--- src/rtl/ps_responder.sv ---
// Behavioural far end of the MMCM dynamic phase-shift port (psen/psincdec/psdone).
// Each accepted psen moves phase by one step and answers with psdone DONE_LATENCY cycles later.
module ps_responder #(
    parameter int DONE_LATENCY = 12,
    parameter int STEPS        = 560,
    parameter int PHASE_W      = $clog2(STEPS)
) (
    input  logic               clk,
    input  logic               aresetn,
    input  logic               psen,
    input  logic               psincdec,
    input  logic               clr_err,
    output logic               psdone,
    output logic [PHASE_W-1:0] phase,
    output logic               busy,
    output logic               overlap_err,
    output logic [15:0]        done_cnt
);

    typedef enum logic [1:0] {
        IDLE  = 2'd0,
        SHIFT = 2'd1,
        DONE  = 2'd2
    } state_t;

    // The edge that enters DONE is the (DONE_LATENCY-1)th after acceptance, so psdone
    // is seen in the DONE_LATENCY-th cycle counted from the sampling edge.
    localparam logic [7:0]         LAT_LAST  = 8'(DONE_LATENCY - 2);
    localparam logic [PHASE_W-1:0] PHASE_MAX = PHASE_W'(STEPS - 1);

    state_t             state;
    logic               dir;
    logic [7:0]         lat_cnt;
    logic [PHASE_W-1:0] phase_next;

    always_comb begin
        phase_next = phase;
        if (dir) begin
            phase_next = (phase == PHASE_MAX) ? '0 : phase + PHASE_W'(1);
        end else begin
            phase_next = (phase == '0) ? PHASE_MAX : phase - PHASE_W'(1);
        end
    end

    always_ff @(posedge clk or negedge aresetn) begin
        if (!aresetn) begin
            state    <= IDLE;
            dir      <= 1'b0;
            lat_cnt  <= '0;
            psdone   <= 1'b0;
            busy     <= 1'b0;
            phase    <= '0;
            done_cnt <= '0;
        end else begin
            psdone <= 1'b0;
            case (state)
                IDLE: begin
                    if (psen) begin
                        dir     <= psincdec;
                        lat_cnt <= '0;
                        busy    <= 1'b1;
                        state   <= SHIFT;
                    end
                end
                SHIFT: begin
                    lat_cnt <= lat_cnt + 8'd1;
                    if (lat_cnt == LAT_LAST) begin
                        state  <= DONE;
                        psdone <= 1'b1;
                        phase  <= phase_next;
                        if (done_cnt != 16'hFFFF) begin
                            done_cnt <= done_cnt + 16'd1;
                        end
                    end
                end
                DONE: begin
                    busy  <= 1'b0;
                    state <= IDLE;
                end
                default: begin
                    busy  <= 1'b0;
                    state <= IDLE;
                end
            endcase
        end
    end

    // A request arriving while busy wins over a simultaneous clear so it is never lost.
    always_ff @(posedge clk or negedge aresetn) begin
        if (!aresetn) begin
            overlap_err <= 1'b0;
        end else if (psen && busy) begin
            overlap_err <= 1'b1;
        end else if (clr_err) begin
            overlap_err <= 1'b0;
        end
    end

endmodule

--- config.mk ---
export PLATFORM = sky130hd
export DESIGN_NAME = ps_responder
export DESIGN_NICKNAME = d
export VERILOG_FILES = /design/src/rtl/ps_responder.sv
export SDC_FILE = /design/constraint.sdc
export NUM_CORES = 1
export LEC_CHECK = 0
export CORE_MARGIN = 3
export CORE_UTILIZATION = 30
export CTS_CLUSTER_DIAMETER = 80
export DETAILED_ROUTE_END_ITERATION = 10
export PLACE_DENSITY_LB_ADDON = 0.15
export SLEW_MARGIN = 20
export SYNTH_ARGS = -nofsm -noshare
export SYNTH_HDL_FRONTEND = slang
export SYNTH_SLANG_ARGS = --single-unit
--- constraint.sdc ---
create_clock -name clk -period 4.7 [get_ports clk]
set_input_delay 0.705 -clock clk [delete_from_list [all_inputs] [get_ports clk]]
set_output_delay 0.705 -clock clk [all_outputs]
set_load 0.01 [all_outputs]
==> impl_metrics.csv <==
group,metric,value,unit
clocking,cts_resized,0,
logic_synthesis,synth_cell_types,47,
outcome,outcome,"finished, final reports clean",
setup_path,critical_path_arrival,3070,ps
setup_path,worst_setup_path_start_kind,"flop",
clocking,cts_made_buffers,5,
drt,postRouteAntennaNets,0,
cells_and_area,drive_above_1_share,0.05597,
sta,max_freq,346.0,MHz
floorplan,start_util,0.3164,
clocking,clk_pin_slew,80,ps
clocking,insertion_delay,290,ps
min_path,holdPathEnd,"done_cnt[12]",
sta,hold_slack,495.5,ps
logic_synthesis,synth_ff_type,"dfrtp_1",
drt,drcViolationCount,0,
clocking,cts.sinks,40,
place,gp_congestion,0.8394,
global_routing,grt_pass1_wl,9087,um
floorplan,die-width,91.58,um
drt,num_vias,1863,
logic_synthesis,ys_warn_count,0,
cells_and_area,layout.nets,277,
setup_path,cp_max_fo,17,
drt,vias_per_cell,5.118,
global_routing,grt.overflow.total,0,
logic_synthesis,synth_nets,248,
sta,skew,5.572,ps
flow_run,maxCapViolations,0,
setup_path,r2r_slack,1810,ps
global_routing,grt_max_degree,41,
logic_synthesis,syn_area,0.002197,mm^2
sta,min_period,2890,ps
cells_and_area,seqCellArea,0.001001,mm^2
logic_synthesis,avgSynthCellArea,9.232,um^2
clocking,cts_tree,"built",
setup_path,crit_type,"reg2reg",
global_routing,grt_use_total,0.1312,
setup_path,crit_path_end_kind,"flop",
pwr,leakage,0.001109,uW
sta,final-max-slew-violation-count,0,
logic_synthesis,synth_area_leader_cell,"dfrtp_1",
sta,final.period_utilization,0.6149,
cells_and_area,syn_to_final_growth,22.95,%
logic_synthesis,synthCells,238,
sta,rsz0062_at_grt,"false",
floorplan,die_y,91.58,um
cells_and_area,final_area,0.002701,mm^2
logic_synthesis,synthTopCellsByArea,"dfrtp_1 (46%), o21ai_0 (4.8%), nand2_1 (3.1%)",
min_path,worstHoldStart,"done_cnt[12]",
pwr,power-per-cell-area,500.8,mW/mm^2
setup_path,crit_path_start,"lat_cnt[0]",
logic_synthesis,ys_seq_area_frac,0.4556,
logic_synthesis,ys_ff_latch,40,
setup_path,rr_worst_depth,8,
global_routing,antenna_found_initial,0,
logic_synthesis,async_reset_ff_frac,1.000,
place,placed_area,0.002594,mm^2
drt,wl,4974,um
sta,worst_pin_slew,896.7,ps
drt,wl_per_cell,13.66,um
cells_and_area,nFillCells,709,
place,hpwlAfterDp,3524,um
sta,final-hold-violation-count,0,
drt,firstDrtPassIters,5,
min_path,hp-class,"reg2reg",
logic_synthesis,synth_edf_count,0,
min_path,holdPathStages,1,
clocking,post-cts-setup-buffers,0,
drt,drtIter0Drc,103,
setup_path,cp.required,4880,ps
floorplan,placementRows,30,
setup_path,r2r_end,"done_cnt[11]",
clocking,cts_hold_buf,0,
cells_and_area,antenna_cells,0,
floorplan,core-area,0.006944,mm^2
pwr,ir_drop,0.1846,mV
clocking,cts-root-buf,"clkbuf_8",
floorplan,die-area,0.008387,mm^2
logic_synthesis,yosysTopAreaCellShare,0.4556,
floorplan,pin_count,34,
setup_path,timing.rr.start,"lat_cnt[0]",
sta,fin_tns_setup,0,ps
cells_and_area,multi_input_area,0.001094,mm^2
sta,setup_viol,0,
global_routing,grt_pass1_vias,1876,
clocking,cts_htree_levels,2,
clocking,clock_path_buffers,2,
place,io_buffers,33,
sta,relSlewSlack,0.4022,
-- flip-flops by register name (all words and copies together), names as in the netlist --
name         cells
busy             1
dir              1
done_cnt        16
lat_cnt          8
overlap_err      1
phase           10
psdone           1
state            2
-- layout by cell type, fill, tap and decap left out, drive strengths merged, types with 7 or more instances in the layout --
master | synthesis | routed
nor3 | 9 | 9
clkdlybuf4s50 | 0 | 32
o21ai | 21 | 21
nand2 | 18 | 18
dfrtp | 40 | 40
inv | 13 | 13
xor2 | 7 | 7
a21oi | 11 | 11
nor2 | 17 | 17
nand3 | 12 | 12
-- power by group --
group          internal [uW]  switching [uW]
Combinational            237             253
Clock                    158             121
Sequential               432             152
-- stage by stage --
step	instances	util	power, uW	setup WS, ps
global route	364	0.3890	1479	1629
floorplan	238	-	885.1	2269
finish	364	0.3890	1353	1810
global placement	356	0.3735	1085	1854
CTS	364	0.3890	1369	1795
detailed placement	356	0.3735	1082	1804
-- how the worst max path moves through the flow --
stage / cells past startpoint / to / slack [ps]
2_1_floorplan: 8 / phase[7] / 2270
3_3_place_gp: 8 / done_cnt[11] / 1850
3_5_place_dp: 8 / done_cnt[11] / 1800
4_1_cts: 8 / done_cnt[11] / 1800
5_1_grt: 8 / done_cnt[11] / 1630
6_report: 8 / done_cnt[11] / 1810
-- cell usage after synthesis, types with 2 or more instances --
master and instances:
inv_1 13, nor2_1 17, a21oi_1 11, nand3_1 12
or4b_2 2, o21ai_0 21, mux2_2 2, or4b_1 2
nor4_1 4, o31ai_1 5, nand4_1 5, nand2_1 18
clkbuf_1 7, nor3b_1 2, mux2i_1 4, and4_1 5
a211oi_1 2, ha_1 5, xor2_1 7, nor3_1 8
xnor2_1 4, buf_2 3, dfrtp_1 40, a22oi_1 2
nand2b_1 3, o221ai_1 2, and3_1 3, a31oi_1 6
o21a_1 2, and2_1 4
-- worst max-delay path, stage by stage, from the launching register on --
cell and delay, ps:
dfrtp_1 420, inv_1 70, ha_1 120, or4b_1 450, or4b_1 820, clkinv_2 290, and4_1 340, nand4_2 130
xnor2_1 140
-- cell type report --
cell class / count / area share
multi-input cells: 173 / 0.4048
flip-flops and latches: 40 / 0.3705
repair buffers: 33 / 0.1204
well taps: 96 / 0.04446
clock buffers: 6 / 0.02686
inverters: 14 / 0.01992
clock inverters: 2 / 0.01297
-- routing by layer --
| metal | routed length [um] | up-vias | global-route usage |
|---|---|---|---|
| li1 | - | 925 | - |
| met1 | 2454 | 902 | 0.1807 |
| met2 | 2294 | 30 | 0.2039 |
| met3 | 165 | 6 | 0.02817 |
| met4 | 60 | 0 | 0.04271 |
| met5 | 0 | - | 0 |
-- cells by family (layout without fill, tap and decap cells) --
group	count (synthesis)	count (layout)	synth area share
flops	40	40	0.4556
compound gates	59	59	0.1652
simple gates	92	92	0.2318
xor+xnor	11	11	0.04385
mux	6	6	0.02847
fa+ha+maj	5	5	0.02847
buf+inv	25	55	0.04670
No activity file was read; power rests on OpenSTA's default activity.
